### src/rtl/mycpu_pkg.sv
// rtl/mycpu_pkg.sv - shared stage-bus widths, field offsets and load-type encodings
package mycpu_pkg;

  localparam int ES2MS_BUS_WD = 163;
  localparam int MS2WS_BUS_WD = 158;
  localparam int MS2DS_FWD_WD = 39;

  typedef enum logic [2:0] {
    LD_W  = 3'b000,
    LD_B  = 3'b001,
    LD_H  = 3'b010,
    LD_BU = 3'b011,
    LD_HU = 3'b100
  } ld_type_e;

  // es_to_ms bus: {ld_type, res_from_mem, req_issued, ms_to_ws fields}
  localparam int ES_LD_TYPE_LSB      = 160;
  localparam int ES_RES_FROM_MEM_BIT = 159;
  localparam int ES_REQ_ISSUED_BIT   = 158;

  // ms_to_ws bus field offsets
  localparam int MS_EX_BIT          = 157;
  localparam int MS_ERTN_BIT        = 156;
  localparam int MS_CSR_WVALUE_LSB  = 124;
  localparam int MS_ECODE_LSB       = 118;
  localparam int MS_CSR_RE_BIT      = 117;
  localparam int MS_CSR_WE_BIT      = 116;
  localparam int MS_CSR_NUM_LSB     = 102;
  localparam int MS_CSR_WMASK_LSB   = 70;
  localparam int MS_GR_WE_BIT       = 69;
  localparam int MS_DEST_LSB        = 64;
  localparam int MS_RESULT_LSB      = 32;
  localparam int MS_PC_LSB          = 0;

endpackage

### src/rtl/mem_stage_load_align.sv
// rtl/mem_stage_load_align.sv - combinational load data extraction (byte/half select, sign/zero extend)
module load_align
  import mycpu_pkg::*;
(
  input  logic [2:0]  ld_type,
  input  logic [1:0]  addr_lo,
  input  logic [31:0] rdata,
  output logic [31:0] value
);

  logic [7:0]  byte_sel;
  logic [15:0] half_sel;

  always_comb begin
    byte_sel = rdata[7:0];
    case (addr_lo)
      2'd0: byte_sel = rdata[7:0];
      2'd1: byte_sel = rdata[15:8];
      2'd2: byte_sel = rdata[23:16];
      2'd3: byte_sel = rdata[31:24];
      default: byte_sel = rdata[7:0];
    endcase
    half_sel = addr_lo[1] ? rdata[31:16] : rdata[15:0];
  end

  // Encodings 101-111 fall into the default word load.
  always_comb begin
    value = rdata;
    case (ld_type_e'(ld_type))
      LD_B:    value = {{24{byte_sel[7]}}, byte_sel};
      LD_H:    value = {{16{half_sel[15]}}, half_sel};
      LD_BU:   value = {24'd0, byte_sel};
      LD_HU:   value = {16'd0, half_sel};
      default: value = rdata;
    endcase
  end

endmodule

### src/rtl/mem_stage.sv
// rtl/mem_stage.sv - pipeline memory stage; MS_LOAD_FWD_EN enables forwarding of load data once it arrives
module mem_stage
  import mycpu_pkg::*;
#(
  parameter int ES_TO_MS_BUS_WD = ES2MS_BUS_WD,
  parameter int MS_TO_WS_BUS_WD = MS2WS_BUS_WD
) (
  input  logic                       clk,
  input  logic                       reset,
  input  logic                       es_to_ms_valid,
  input  logic [ES_TO_MS_BUS_WD-1:0] es_to_ms_bus,
  output logic                       ms_allowin,
  input  logic                       ws_allowin,
  output logic                       ms_to_ws_valid,
  output logic [MS_TO_WS_BUS_WD-1:0] ms_to_ws_bus,
  input  logic                       data_sram_data_ok,
  input  logic [31:0]                data_sram_rdata,
  input  logic                       ws_flush_pipe,
  output logic [MS2DS_FWD_WD-1:0]    ms_to_ds_fwd,
  output logic                       ms_ex
);

  logic                       ms_valid;
  logic [ES_TO_MS_BUS_WD-1:0] es_bus_r;
  logic                       resp_got;
  logic [31:0]                resp_buf;
  logic [1:0]                 cancel_cnt;

  logic [2:0]  ld_type;
  logic        res_from_mem;
  logic        req_issued;
  logic        ex;
  logic        ertn;
  logic        csr_re;
  logic        gr_we;
  logic [4:0]  dest;
  logic [31:0] ms_result;

  assign ld_type      = es_bus_r[ES_LD_TYPE_LSB +: 3];
  assign res_from_mem = es_bus_r[ES_RES_FROM_MEM_BIT];
  assign req_issued   = es_bus_r[ES_REQ_ISSUED_BIT];
  assign ex           = es_bus_r[MS_EX_BIT];
  assign ertn         = es_bus_r[MS_ERTN_BIT];
  assign csr_re       = es_bus_r[MS_CSR_RE_BIT];
  assign gr_we        = es_bus_r[MS_GR_WE_BIT];
  assign dest         = es_bus_r[MS_DEST_LSB +: 5];
  assign ms_result    = es_bus_r[MS_RESULT_LSB +: 32];

  // Responses that belong to flushed requests are swallowed while cancel_cnt is nonzero.
  logic accepted_data_ok;
  logic data_available;
  logic ms_ready_go;
  logic ms_leave;
  logic cancel_inc;

  assign accepted_data_ok = data_sram_data_ok && (cancel_cnt == 2'd0);
  assign data_available   = resp_got || accepted_data_ok;
  assign ms_ready_go      = !(req_issued && !ex && !resp_got && !accepted_data_ok);
  assign ms_allowin       = !ms_valid || (ms_ready_go && ws_allowin);
  assign ms_leave         = ms_valid && ms_ready_go && ws_allowin;
  assign ms_to_ws_valid   = ms_valid && ms_ready_go && !ws_flush_pipe;
  assign ms_ex            = ms_valid && (ex || ertn);
  assign cancel_inc       = ws_flush_pipe && ms_valid && req_issued && !resp_got
                            && !data_sram_data_ok;

  always_ff @(posedge clk or posedge reset) begin
    if (reset) begin
      ms_valid <= 1'b0;
    end else if (ws_flush_pipe) begin
      ms_valid <= 1'b0;
    end else if (ms_allowin) begin
      ms_valid <= es_to_ms_valid;
    end
  end

  always_ff @(posedge clk or posedge reset) begin
    if (reset) begin
      es_bus_r <= '0;
    end else if (es_to_ms_valid && ms_allowin) begin
      es_bus_r <= es_to_ms_bus;
    end
  end

  // Hold a response that arrives while write-back is stalled.
  always_ff @(posedge clk or posedge reset) begin
    if (reset) begin
      resp_got <= 1'b0;
      resp_buf <= 32'd0;
    end else if (ws_flush_pipe || ms_leave) begin
      resp_got <= 1'b0;
    end else if (ms_valid && accepted_data_ok && req_issued && !ex && !resp_got) begin
      resp_got <= 1'b1;
      resp_buf <= data_sram_rdata;
    end
  end

  always_ff @(posedge clk or posedge reset) begin
    if (reset) begin
      cancel_cnt <= 2'd0;
    end else if (cancel_inc) begin
      if (cancel_cnt != 2'd3) begin
        cancel_cnt <= cancel_cnt + 2'd1;
      end
    end else if (data_sram_data_ok && cancel_cnt != 2'd0) begin
      cancel_cnt <= cancel_cnt - 2'd1;
    end
  end

  logic [31:0] load_src;
  logic [31:0] load_value;
  logic [31:0] final_result;

  assign load_src = resp_got ? resp_buf : data_sram_rdata;

  load_align u_load_align (
    .ld_type (ld_type),
    .addr_lo (ms_result[1:0]),
    .rdata   (load_src),
    .value   (load_value)
  );

  assign final_result = (res_from_mem && !ex) ? load_value : ms_result;

  always_comb begin
    ms_to_ws_bus = es_bus_r[MS_TO_WS_BUS_WD-1:0];
    ms_to_ws_bus[MS_RESULT_LSB +: 32] = final_result;
  end

  logic        fwd_valid;
  logic        fwd_blocked;
  logic [31:0] fwd_data;

  assign fwd_valid = ms_valid && gr_we;

`ifdef MS_LOAD_FWD_EN
  assign fwd_blocked = (fwd_valid && res_from_mem && !data_available) || (ms_valid && csr_re);
  assign fwd_data    = final_result;
`else
  // Load data is never forwarded from here, so any load holds the consumer.
  assign fwd_blocked = (fwd_valid && res_from_mem) || (ms_valid && csr_re);
  assign fwd_data    = ms_result;
  logic unused_data_available;
  assign unused_data_available = data_available;
`endif

  assign ms_to_ds_fwd = {fwd_valid, fwd_blocked, dest, fwd_data};

endmodule

### config.mk
export PLATFORM = sky130hd
export DESIGN_NAME = mem_stage
export DESIGN_NICKNAME = d
export VERILOG_FILES = /design/src/rtl/mycpu_pkg.sv /design/src/rtl/mem_stage_load_align.sv /design/src/rtl/mem_stage.sv
export SDC_FILE = /design/constraint.sdc
export NUM_CORES = 1
export LEC_CHECK = 0
export ABC_AREA = 1
export CAP_MARGIN = 30
export CORE_AREA = 3 3 156 158
export DETAILED_ROUTE_END_ITERATION = 7
export DIE_AREA = 0 0 159 161
export DONT_BUFFER_PORTS = 1
export GPL_TIMING_DRIVEN = 1
export PLACE_DENSITY = 0.67
export SLEW_MARGIN = 20
export SYNTH_ARGS = -nofsm -noshare
export SYNTH_HDL_FRONTEND = slang
export SYNTH_SLANG_ARGS = --single-unit
export TNS_END_PERCENT = 5
### constraint.sdc
create_clock -name clk -period 19.9 [get_ports clk]
set_input_delay 3.98 -clock clk [delete_from_list [all_inputs] [get_ports clk]]
set_output_delay 3.98 -clock clk [all_outputs]
set_load 0.01 [all_outputs]
==> results of run 1 <==
## layer usage
layer / part of all wire / wire length (µm) / vias up / track usage
met2: 0.51 / 15700 / 353 / 0.397
li1: - / - / 3935 / -
met3: 0.077 / 2390 / 44 / 0.0649
met4: 0.030 / 945 / 2 / 0.0871
met1: 0.39 / 12000 / 3869 / 0.291
met5: 0.00042 / 13 / - / 0
## sequential cells by signal (all words and copies together) (netlist names)
name        flops
resp_got        1
ms_valid        1
cancel_cnt      2
resp_buf       32
es_bus_r      163
## layout by cell type, fill, tap and decap left out
master     synthesis  routed
nor3_1             1       1
o21ai_0           63      63
a22oi_1            1       1
a31oi_1            2       2
clkbuf_16          0      17
nand2_1          532     532
buf_16             0       1
nand3_2            1       1
nand3_1          175     175
a21oi_1           35      35
o211ai_1           8       8
nand2_4            1       1
inv_1            122     121
o21ai_1           12      12
nor2_1            48      48
bufinv_16          0       1
inv_2              1       1
buf_12             0       1
nand3b_1           1       1
inv_12             0       5
buf_4            180       7
inv_6              0       1
nor3_4             1       1
o21bai_1           1       1
dfrtp_1          199     199
inv_8              0       6
clkinv_8           0       3
nand4_1            5       5
nand2_8            0       1
buf_8              0       1
nor3b_1            1       1
## per-stage QoR
stage	power, µW	utilization
6_report	1140	0.448
3_3_place_gp	758	0.417
4_1_cts	1150	0.446
3_5_place_dp	767	0.418
2_1_floorplan	770	-
5_1_grt	1200	0.448
## power breakdown
| group | total (µW) | internal [µW] | switching [µW] | leakage, µW |
|---|---|---|---|---|
| combinational | 197 | 62.2 | 135 | 0.00294 |
| sequential | 561 | 477 | 83.9 | 0.00244 |
| clock | 383 | 189 | 194 | 0.000316 |
| total | 1140 | 728 | 413 | 0.00570 |
## final cells by class
| cell class | count | area [µm²] | area share |
|---|---|---|---|
| sequential | 199 | 4980 | 0.478 |
| timing repair buffer | 10 | 115 | 0.0111 |
| multi-input combinational | 889 | 3800 | 0.365 |
| clock buffer | 17 | 425 | 0.0409 |
| clock inverter | 15 | 225 | 0.0216 |
| inverter | 123 | 469 | 0.0451 |
| tap | 319 | 399 | 0.0383 |
## logic make-up after synthesis
kind of cell | count (synthesis)
flip-flops | 199
AO/OA/AOI/OAI | 122
buffers and inverters | 371
AND/OR/NAND/NOR | 767
## worst paths after layout
check / end / start / cells after the start / slack (ns)
min in group asynchronous: es_bus_r[135]$_DFFE_PP0P_ / reset / 1 / 3.55
worst min register to register: resp_buf[11]$_DFFE_PP0P_ / resp_buf[11]$_DFFE_PP0P_ / 2 / 0.49
worst max-delay path: ms_to_ws_bus[47] / data_sram_rdata[15] / 8 / 10.53
worst max register to register: es_bus_r[16]$_DFFE_PP0P_ / resp_got$_DFFE_PP0P_ / 9 / 16.81
max in group asynchronous: es_bus_r[4]$_DFFE_PP0P_ / reset / 3 / 15.06
worst min-delay path: resp_buf[11]$_DFFE_PP0P_ / resp_buf[11]$_DFFE_PP0P_ / 2 / 0.49
## critical path: cells and delay by family
kind | cells | cell delay [ns]
AO/OA/AOI/OAI | 1 | 0.49
AND/OR/NAND/NOR | 5 | 0.83
buffers and inverters | 2 | 0.08
==> flow_metrics.py, run 1 <==
metrics = {
    "clock_tree": {
        "numCtsBuffers": 17,
        "htree_levels": 4,
        "root_buffer": "clkbuf_16",
        "post_cts_resize_count": 0,
        "cts_hold_buffers": 0,
        "clk-insertion-delay-late_ns": 0.45,
        "clk_pin_slew_ns": 0.08,
        "cts_buffer_depth": 2,
        "cts_tree": "yes",
        "cts_setup_buffers": 0,
        "clock-sinks": 199,
    },
    "synth": {
        "synth-async-reset-ratio": 1.00,
        "synthTopCellsByCount": "532 x nand2_1, 199 x dfrtp_1, 180 x buf_4",
        "synth_compound_gate_area_share": 0.0586,
        "yosysSeqAreaShare": 0.457,
        "syn_avg_cell_area_um2": 7.47,
        "synthMuxAreaShare": 0,
        "synth_fa_ha_area_frac": 0,
        "syn_nets": 1660,
        "synthTopCellsByArea": "dfrtp_1 46%, nand2_1 18%, buf_4 12%, nand3_1 8.0%, inv_1 4.2%",
        "yosysTopAreaCellShare": 0.457,
        "synth_edf_count": 0,
        "syn_area_mm2": 0.0109,
        "synth_cells": 1459,
        "synthSimpleGateAreaFrac": 0.289,
        "synth.ff_latch_count": 199,
        "synth_top_family_by_area": "simple AND/OR/NAND/NOR gates",
        "synth_xor_area_frac": 0,
        "yosys_warnings": 0,
        "yosysTopAreaCell": "dfrtp_1",
        "yosysMostFrequentCell": "nand2_1",
        "ys_types": 27,
        "ys.flop_type": "dfrtp_1",
    },
    "placement": {
        "place_worst_setup_slack_ns": 10.52,
        "dp_cells": 1538,
        "place_congestion": 0.863,
        "post_dp_cell_area_mm2": 0.00973,
        "portBuffers": 0,
        "hpwl_mm": 22.5,
    },
    "finish": {
        "fin_nets": 1441,
        "fillCellCount": 2397,
        "n_antenna_cell": 0,
        "stdcell_count": 1572,
        "final_area_mm2": 0.0104,
        "layout-drive-gt1-share": 0.0383,
        "areaGrowthSynthToFinish_pct": -4.41,
    },
    "route": {
        "first_pass_iters": 5,
        "vias": 8203,
        "antenna_left": 0,
        "routed_wl_mm": 31.0,
        "post_drt_wl_per_cell_um": 19.7,
        "drc": 0,
        "drtIter0Drc": 851,
        "routed_via_density": 5.22,
    },
    "global_route": {
        "grt_max_degree": 141,
        "grt_usage": 0.235,
        "grt_pass1_vias": 7875,
        "overflow": 0,
        "grt_pass1_wl_mm": 47.1,
        "antenna_found_initial": 1,
    },
    "floorplan": {
        "io_pins": 401,
        "die-area_mm2": 0.0256,
        "start_util": 0.468,
        "die_h_um": 161,
        "die_x_um": 159,
        "coreArea_mm2": 0.0233,
        "rows": 56,
    },
    "sta": {
        "final_max_slew_viol_count": 0,
        "rsz0062_at_grt": "no",
        "hold_violations": 0,
        "worstMarginPinSlew_ns": 0.835,
        "finalCriticalPeriod_ns": 9.37,
        "setup_viol": 0,
        "hold_slack_ns": 0.492,
        "skew_ns": 0.0226,
        "fin_crit_sh": 0.471,
        "relSlewSlack": 0.444,
        "max_freq_mhz": 107,
        "postLayoutSetupSlackWorst_ns": 10.53,
        "fin_tns_setup_ns": 0,
    },
    "critical_path": {
        "crit_path_top_delay_cell": "a21oi_1",
        "required_ns": 15.92,
        "arrival_ns": 5.39,
        "criticalPathCategory": "in2out",
        "worstPathMaxFanout": 24,
        "crit_top_cell": "nand2_1",
        "crit_chain": "inv_1 > nand2_1 > nand3_1 > nand2_1 > inv_1 > nand2_1 > nand3_2 > a21oi_1",
        "slowest_delay_ns": 0.49,
        "startpoint_type": "input port",
        "endpoint_kind": "primary output",
    },
    "hold_path": {
        "hold_class": "reg2reg",
    },
    "pwr": {
        "peakVddDrop_mv": 0.0669,
        "p_per_area_mw_per_mm2": 110,
        "leakage_uw": 0.00570,
    },
    "flow_run": {
        "cap_violations": 0,
    },
    "outcome": {
        "status": "completed",
    },
}
No activity file was read; power rests on OpenSTA's default activity.
==> run 2: changes to the inputs <==
--- a/config.mk
+++ b/config.mk
@@ -5,11 +5,11 @@
 export SDC_FILE = /design/constraint.sdc
 export NUM_CORES = 1
 export LEC_CHECK = 0
-export ABC_AREA = 1
+export ABC_AREA = 0
 export CAP_MARGIN = 30
-export CORE_AREA = 3 3 156 158
+export CORE_AREA = 3 3 155 157
 export DETAILED_ROUTE_END_ITERATION = 7
-export DIE_AREA = 0 0 159 161
+export DIE_AREA = 0 0 158 160
 export DONT_BUFFER_PORTS = 1
 export GPL_TIMING_DRIVEN = 1
 export PLACE_DENSITY = 0.67
==> constraint.sdc (replaced) <==
create_clock -name clk -period 7.5 [get_ports clk]
set_input_delay 1.5 -clock clk [delete_from_list [all_inputs] [get_ports clk]]
set_output_delay 1.5 -clock clk [all_outputs]
set_load 0.01 [all_outputs]
==> run 2 against run 1 <==
Utilization down 0.30 points. Routed wire length decreased by 13%. Sequential share of layout area increased by 1.6 points. Power increased to 2.6 times the previous value. Count of clock-buffer cells in the layout unchanged. Sequential power increased to 2.6 times the previous value. Largest cell class unchanged. Worst hold slack improved by 0.014 ns. Die area down 1.2%. Clock power increased to 2.6 times the previous value. Sequential cell count did not move. Non-clock buffer count is 1 lower.
==> flow_metrics.py, run 2 <==
metrics = {
    "outcome": {
        "status": "completed",
    },
    "sta": {
        "worstMarginPinSlew_ns": 0.844,
        "fin_crit_sh": 0.663,
        "max_freq_mhz": 201,
        "skew_ns": 0.0109,
        "finalCriticalPeriod_ns": 4.97,
        "relSlewSlack": 0.423,
        "rsz0062_at_grt": "no",
        "fin_tns_setup_ns": 0,
        "hold_violations": 0,
        "setup_viol": 0,
        "final_max_slew_viol_count": 0,
    },
    "floorplan": {
        "rows": 55,
        "io_pins": 401,
        "die_h_um": 160,
        "start_util": 0.461,
        "die_x_um": 158,
        "die-area_mm2": 0.0253,
        "coreArea_mm2": 0.0226,
    },
    "placement": {
        "dp_cells": 918,
        "portBuffers": 0,
        "hpwl_mm": 20.6,
        "place_congestion": 0.852,
    },
    "clock_tree": {
        "cts_hold_buffers": 0,
        "numCtsBuffers": 17,
        "clk-insertion-delay-late_ns": 0.44,
        "clock-sinks": 199,
        "htree_levels": 4,
        "root_buffer": "clkbuf_16",
        "clk_pin_slew_ns": 0.08,
        "cts_buffer_depth": 2,
        "post_cts_resize_count": 0,
        "cts_tree": "yes",
        "cts_setup_buffers": 0,
    },
    "route": {
        "antenna_left": 0,
        "drtIter0Drc": 513,
        "post_drt_wl_per_cell_um": 28.2,
        "first_pass_iters": 5,
        "drc": 0,
        "vias": 5574,
        "routed_via_density": 5.86,
        "routed_wl_mm": 26.9,
    },
    "global_route": {
        "antenna_found_initial": 2,
        "grt_usage": 0.205,
        "grt_pass1_vias": 5898,
        "grt_pass1_wl_mm": 38.6,
        "overflow": 0,
        "grt_max_degree": 144,
    },
    "synth": {
        "ys.flop_type": "dfrtp_1",
        "yosys_warnings": 0,
        "synth_cells": 834,
        "yosysTopAreaCell": "dfrtp_1",
        "synth-async-reset-ratio": 1.00,
        "synthTopCellsByCount": "199 x dfrtp_1, 166 x buf_4, 115 x mux2_2",
        "ys_types": 44,
        "syn_area_mm2": 0.0104,
        "yosysSeqAreaShare": 0.477,
        "synth.ff_latch_count": 199,
        "yosysTopAreaCellShare": 0.477,
        "syn_avg_cell_area_um2": 12.5,
        "yosysMostFrequentCell": "dfrtp_1",
        "synth_edf_count": 0,
        "syn_nets": 1035,
        "synthTopCellsByArea": "dfrtp_1 48%, mux2_2 12%, buf_4 12%, mux2_4 10%, mux2_1 2.7%",
    },
    "pwr": {
        "comb_power_share": 0.168,
        "switchingPower_uw": 950,
        "peakVddDrop_mv": 0.135,
        "leakage_uw": 0.00434,
        "clkPwrFrac": 0.336,
        "seqPwrFrac": 0.496,
        "p_per_area_mw_per_mm2": 289,
        "p_sw_frac": 0.326,
        "internal-power_uw": 1960,
    },
    "critical_path": {
        "cp-endpoint": "ms_to_ws_bus[59]",
        "crit_chain": "buf_4 > mux2i_1 > a2111oi_0 > or2_1 > o22a_1",
        "endpoint_kind": "primary output",
        "r2r_cells": 7,
        "required_ns": 6.00,
        "cp_num_cells": 5,
        "path_buf_inv": 1,
        "crit_start": "resp_got$_DFFE_PP0P_",
        "criticalPathCategory": "reg2out",
        "critPathTopFamily": "compound AO/OA/AOI/OAI gates",
        "worstPathMaxFanout": 20,
        "regToRegEndpoint": "es_bus_r[123]$_DFFE_PP0P_",
        "slowest_delay_ns": 0.77,
        "arrival_ns": 3.47,
        "rrSetupSlack_ns": 4.36,
        "crit_path_top_delay_cell": "dfrtp_1",
        "reg2reg_from": "resp_got$_DFFE_PP0P_",
        "startpoint_type": "flop",
    },
    "finish": {
        "fin_nets": 855,
        "stdcell_count": 952,
        "final_cell_mix": "199 x dfrtp_1, 115 x mux2_2, 71 x mux2_4",
        "largest_reg_flops": 163,
        "layout-drive-gt1-share": 0.351,
        "n_antenna_cell": 0,
        "fillCellCount": 2000,
        "areaGrowthSynthToFinish_pct": -3.52,
        "largestRegisters": "es_bus_r (163), resp_buf (32), cancel_cnt (2)",
        "fin_util": 0.445,
        "layout_commonest_cell": "dfrtp_1",
        "regMostFlops": "es_bus_r",
        "seqCellArea_mm2": 0.00498,
        "multi_input_area_mm2": 0.00394,
    },
    "flow_run": {
        "cap_violations": 0,
    },
    "hold_path": {
        "hold_class": "reg2reg",
    },
}
==> run 2: cell type report <==
class / count / area share
clock buffers: 17 / 0.0423
multi-input cells: 420 / 0.392
inverters: 7 / 0.00336
well taps: 285 / 0.0354
flip-flops and latches: 199 / 0.495
repair buffers: 9 / 0.0119
clock inverters: 15 / 0.0208
==> run 2: how the worst min path moves through the flow <==
stage,start,endpoint,slack [ns],cells after the start
after floorplan,es_bus_r[139]$_DFFE_PP0P_,es_bus_r[139]$_DFFE_PP0P_,0.46,1
after global placement,resp_buf[3]$_DFFE_PP0P_,resp_buf[3]$_DFFE_PP0P_,0.48,1
after detailed placement,resp_buf[16]$_DFFE_PP0P_,resp_buf[16]$_DFFE_PP0P_,0.49,1
after CTS,resp_buf[16]$_DFFE_PP0P_,resp_buf[16]$_DFFE_PP0P_,0.50,1
after global routing,resp_buf[12]$_DFFE_PP0P_,resp_buf[12]$_DFFE_PP0P_,0.52,1
final,resp_buf[16]$_DFFE_PP0P_,resp_buf[16]$_DFFE_PP0P_,0.51,1
==> run 2: per-layer routing <==
layer,vias to the layer above,global-route usage,routed length [µm],part of all wire
met5,-,0,21,0.00078
met4,4,0.0411,263,0.0098
met3,23,0.0919,3160,0.12
met2,321,0.357,13700,0.51
met1,2836,0.234,9750,0.36
li1,2390,-,-,-
==> run 2: power groups by stage <==
| stage | Sequential (µW) | Clock, µW | Combinational, µW |
|---|---|---|---|
| 2_1_floorplan | 1320 | 0 | 645 |
| 4_1_cts | 1450 | 1010 | 490 |
| 3_3_place_gp | 1460 | 0 | 476 |
| 5_1_grt | 1470 | 1060 | 531 |
| 6_report | 1440 | 977 | 490 |
| 3_5_place_dp | 1470 | 0 | 488 |
==> run 2: worst reg2reg max path: cells and delay by family, from the launching register on <==
kind	cells	cell delay [ns]
buf+inv	2	0.82
flops	1	0.77
mux	1	0.51
compound gates	1	0.08
simple gates	3	0.85
==> run 2: kinds of logic after synthesis <==
logic type,share of synthesized area
compound gates,0.0616
xor+xnor,0.00336
buf+inv,0.146
flops,0.477
mux,0.272
simple gates,0.0394
==> run 2: stage by stage <==
stage | setup slack (ns) | area [µm²] | total power (µW) | hold WS, ns
after floorplan | 0.574 | 10400 | 1960 | 0.459
after global placement | 2.78 | 9380 | 1940 | 0.482
after detailed placement | 2.68 | 9380 | 1960 | 0.487
after CTS | 2.54 | 10000 | 2950 | 0.504
after global routing | 2.41 | 10100 | 3050 | 0.522
final | 2.53 | 10100 | 2910 | 0.506
==> run 3: changes to the inputs <==
--- a/config.mk
+++ b/config.mk
@@ -7,12 +7,12 @@
 export LEC_CHECK = 0
 export ABC_AREA = 0
 export CAP_MARGIN = 30
-export CORE_AREA = 3 3 155 157
+export CORE_AREA = 3 3 153 155
 export DETAILED_ROUTE_END_ITERATION = 7
-export DIE_AREA = 0 0 158 160
+export DIE_AREA = 0 0 156 158
 export DONT_BUFFER_PORTS = 1
 export GPL_TIMING_DRIVEN = 1
-export PLACE_DENSITY = 0.67
+export PLACE_DENSITY = 0.66
 export SLEW_MARGIN = 20
 export SYNTH_ARGS = -nofsm -noshare
 export SYNTH_HDL_FRONTEND = slang
==> constraint.sdc (replaced) <==
create_clock -name clk -period 4.7 [get_ports clk]
set_input_delay 0.94 -clock clk [delete_from_list [all_inputs] [get_ports clk]]
set_output_delay 0.94 -clock clk [all_outputs]
set_load 0.01 [all_outputs]
==> run 3 against run 2 <==
Sequential cell count unchanged. Power up 56%. Register-to-register slack worse by 2.4 ns. First-iteration DRC count down 21%. Clock power up 48%. Critical endpoint is now ms_to_ws_bus[51]. Critical path type unchanged. Non-clock buffer count up 5. Setup slack worse by 1.8 ns. Critical path depth up 1. Final area up 0.21%. Combinational power up 61%.
==> flow_metrics.py, run 3 (synthesized netlist as in run 2, its figures left out) <==
metrics = {
    "outcome": {
        "status": "completed",
    },
    "global_route": {
        "grt_pass1_wl_mm": 38.3,
        "overflow": 0,
        "grt_max_degree": 95,
        "grt_usage": 0.210,
        "grt_pass1_vias": 5738,
        "antenna_found_initial": 6,
    },
    "finish": {
        "final_cell_mix": "199 x dfrtp_1, 115 x mux2_2, 71 x mux2_4",
        "areaGrowthSynthToFinish_pct": -3.32,
        "largest_reg_flops": 163,
        "fin_nets": 860,
        "regMostFlops": "es_bus_r",
        "fillCellCount": 1913,
        "layout_commonest_cell": "dfrtp_1",
        "stdcell_count": 955,
        "layout-drive-gt1-share": 0.356,
        "fin_util": 0.459,
        "largestRegisters": "es_bus_r (163), resp_buf (32), cancel_cnt (2)",
    },
    "sta": {
        "final_max_slew_viol_count": 0,
        "finalCriticalPeriod_ns": 3.95,
        "hold_violations": 0,
        "relSlewSlack": 0.496,
        "max_freq_mhz": 253,
        "worstMarginPinSlew_ns": 0.754,
        "setup_viol": 0,
        "fin_tns_setup_ns": 0,
        "fin_crit_sh": 0.840,
        "skew_ns": 0.0114,
        "hold_slack_ns": 0.314,
        "rsz0062_at_grt": "no",
    },
    "critical_path": {
        "endpoint_kind": "primary output",
        "r2r_cells": 7,
        "startpoint_type": "flop",
        "criticalPathCategory": "reg2out",
        "reg2reg_from": "resp_got$_DFFE_PP0P_",
        "worstPathMaxFanout": 15,
        "crit_start": "resp_got$_DFFE_PP0P_",
        "rrSetupSlack_ns": 2.00,
        "regToRegEndpoint": "es_bus_r[100]$_DFFE_PP0P_",
        "arrival_ns": 3.01,
        "cp-endpoint": "ms_to_ws_bus[51]",
        "required_ns": 3.76,
    },
    "floorplan": {
        "die_x_um": 156,
        "die_h_um": 158,
        "io_pins": 401,
        "coreArea_mm2": 0.0220,
        "die-area_mm2": 0.0246,
        "start_util": 0.475,
        "rows": 54,
    },
    "route": {
        "drc": 0,
        "antenna_left": 0,
        "drtIter0Drc": 405,
        "routed_wl_mm": 27.4,
        "first_pass_iters": 5,
        "routed_via_density": 5.85,
        "vias": 5583,
        "post_drt_wl_per_cell_um": 28.7,
    },
    "clock_tree": {
        "clock-sinks": 199,
        "numCtsBuffers": 17,
        "clk_pin_slew_ns": 0.08,
        "root_buffer": "clkbuf_16",
        "cts_tree": "yes",
        "cts_hold_buffers": 0,
        "post_cts_resize_count": 0,
        "clk-insertion-delay-late_ns": 0.43,
        "htree_levels": 4,
        "cts_buffer_depth": 2,
        "cts_setup_buffers": 0,
    },
    "pwr": {
        "p_sw_frac": 0.324,
        "switchingPower_uw": 1470,
        "comb_power_share": 0.173,
        "leakage_uw": 0.00435,
        "clkPwrFrac": 0.319,
        "peakVddDrop_mv": 0.207,
        "internal-power_uw": 3080,
        "seqPwrFrac": 0.508,
        "p_per_area_mw_per_mm2": 451,
    },
    "placement": {
        "hpwl_mm": 21.5,
        "portBuffers": 0,
        "dp_cells": 918,
        "place_congestion": 0.874,
    },
    "flow_run": {
        "cap_violations": 0,
    },
    "hold_path": {
        "hold_class": "in2async",
    },
}
-- run 3: worst min path at each step --
| stage | end | startpoint | slack (ns) |
|---|---|---|---|
| after detailed placement | resp_buf[16]$_DFFE_PP0P_ | resp_buf[16]$_DFFE_PP0P_ | 0.49 |
| after CTS | resp_buf[16]$_DFFE_PP0P_ | resp_buf[16]$_DFFE_PP0P_ | 0.51 |
| after global routing | es_bus_r[21]$_DFFE_PP0P_ | reset | 0.30 |
| after floorplan | es_bus_r[139]$_DFFE_PP0P_ | es_bus_r[139]$_DFFE_PP0P_ | 0.46 |
| after global placement | resp_buf[10]$_DFFE_PP0P_ | resp_buf[10]$_DFFE_PP0P_ | 0.48 |
| final | es_bus_r[21]$_DFFE_PP0P_ | reset | 0.31 |
-- run 3: layout make-up --
type / instances / area, µm² / area share
Clock buffer: 18 / 439 / 0.0435
Antenna cell: 3 / 7.51 / 0.000744
Sequential cell: 199 / 4980 / 0.494
Inverter: 7 / 30.0 / 0.00298
Clock inverter: 14 / 159 / 0.0158
Tap cell: 280 / 350 / 0.0347
Timing Repair Buffer: 14 / 180 / 0.0179
Multi-Input combinational cell: 420 / 3940 / 0.391
-- run 3: per-layer routing --
metal	wire length (µm)	vias up	GRT usage	share of wire
met5	27	-	0	0.00099
met4	529	4	0.0652	0.019
met3	2740	35	0.0804	0.10
met2	14200	323	0.369	0.52
met1	9880	2820	0.237	0.36
li1	-	2401	-	-
-- run 3: power by group through the flow --
| stage | Clock, µW | Combinational, µW | Sequential, µW |
|---|---|---|---|
| detailed placement | 0 | 784 | 2350 |
| floorplan | 0 | 1030 | 2100 |
| finish | 1450 | 788 | 2310 |
| global placement | 0 | 763 | 2340 |
| global route | 1550 | 854 | 2340 |
| CTS | 1490 | 786 | 2320 |
-- run 3: through the flow --
step	area [µm²]	setup WS, ns	power (µW)
floorplan	10400	1.19	3130
global placement	9440	1.16	3100
detailed placement	9440	1.10	3140
CTS	10000	0.775	4590
global route	10100	0.654	4750
finish	10100	0.750	4550
-- run 3: worst max-delay path, cell delays in order (launching register included) --
cell and delay [ns]:
dfrtp_1 0.50, buf_4 0.31, mux2i_1 0.43, a21oi_1 0.15
o211a_1 0.37, or2_1 0.49, o22a_1 0.33
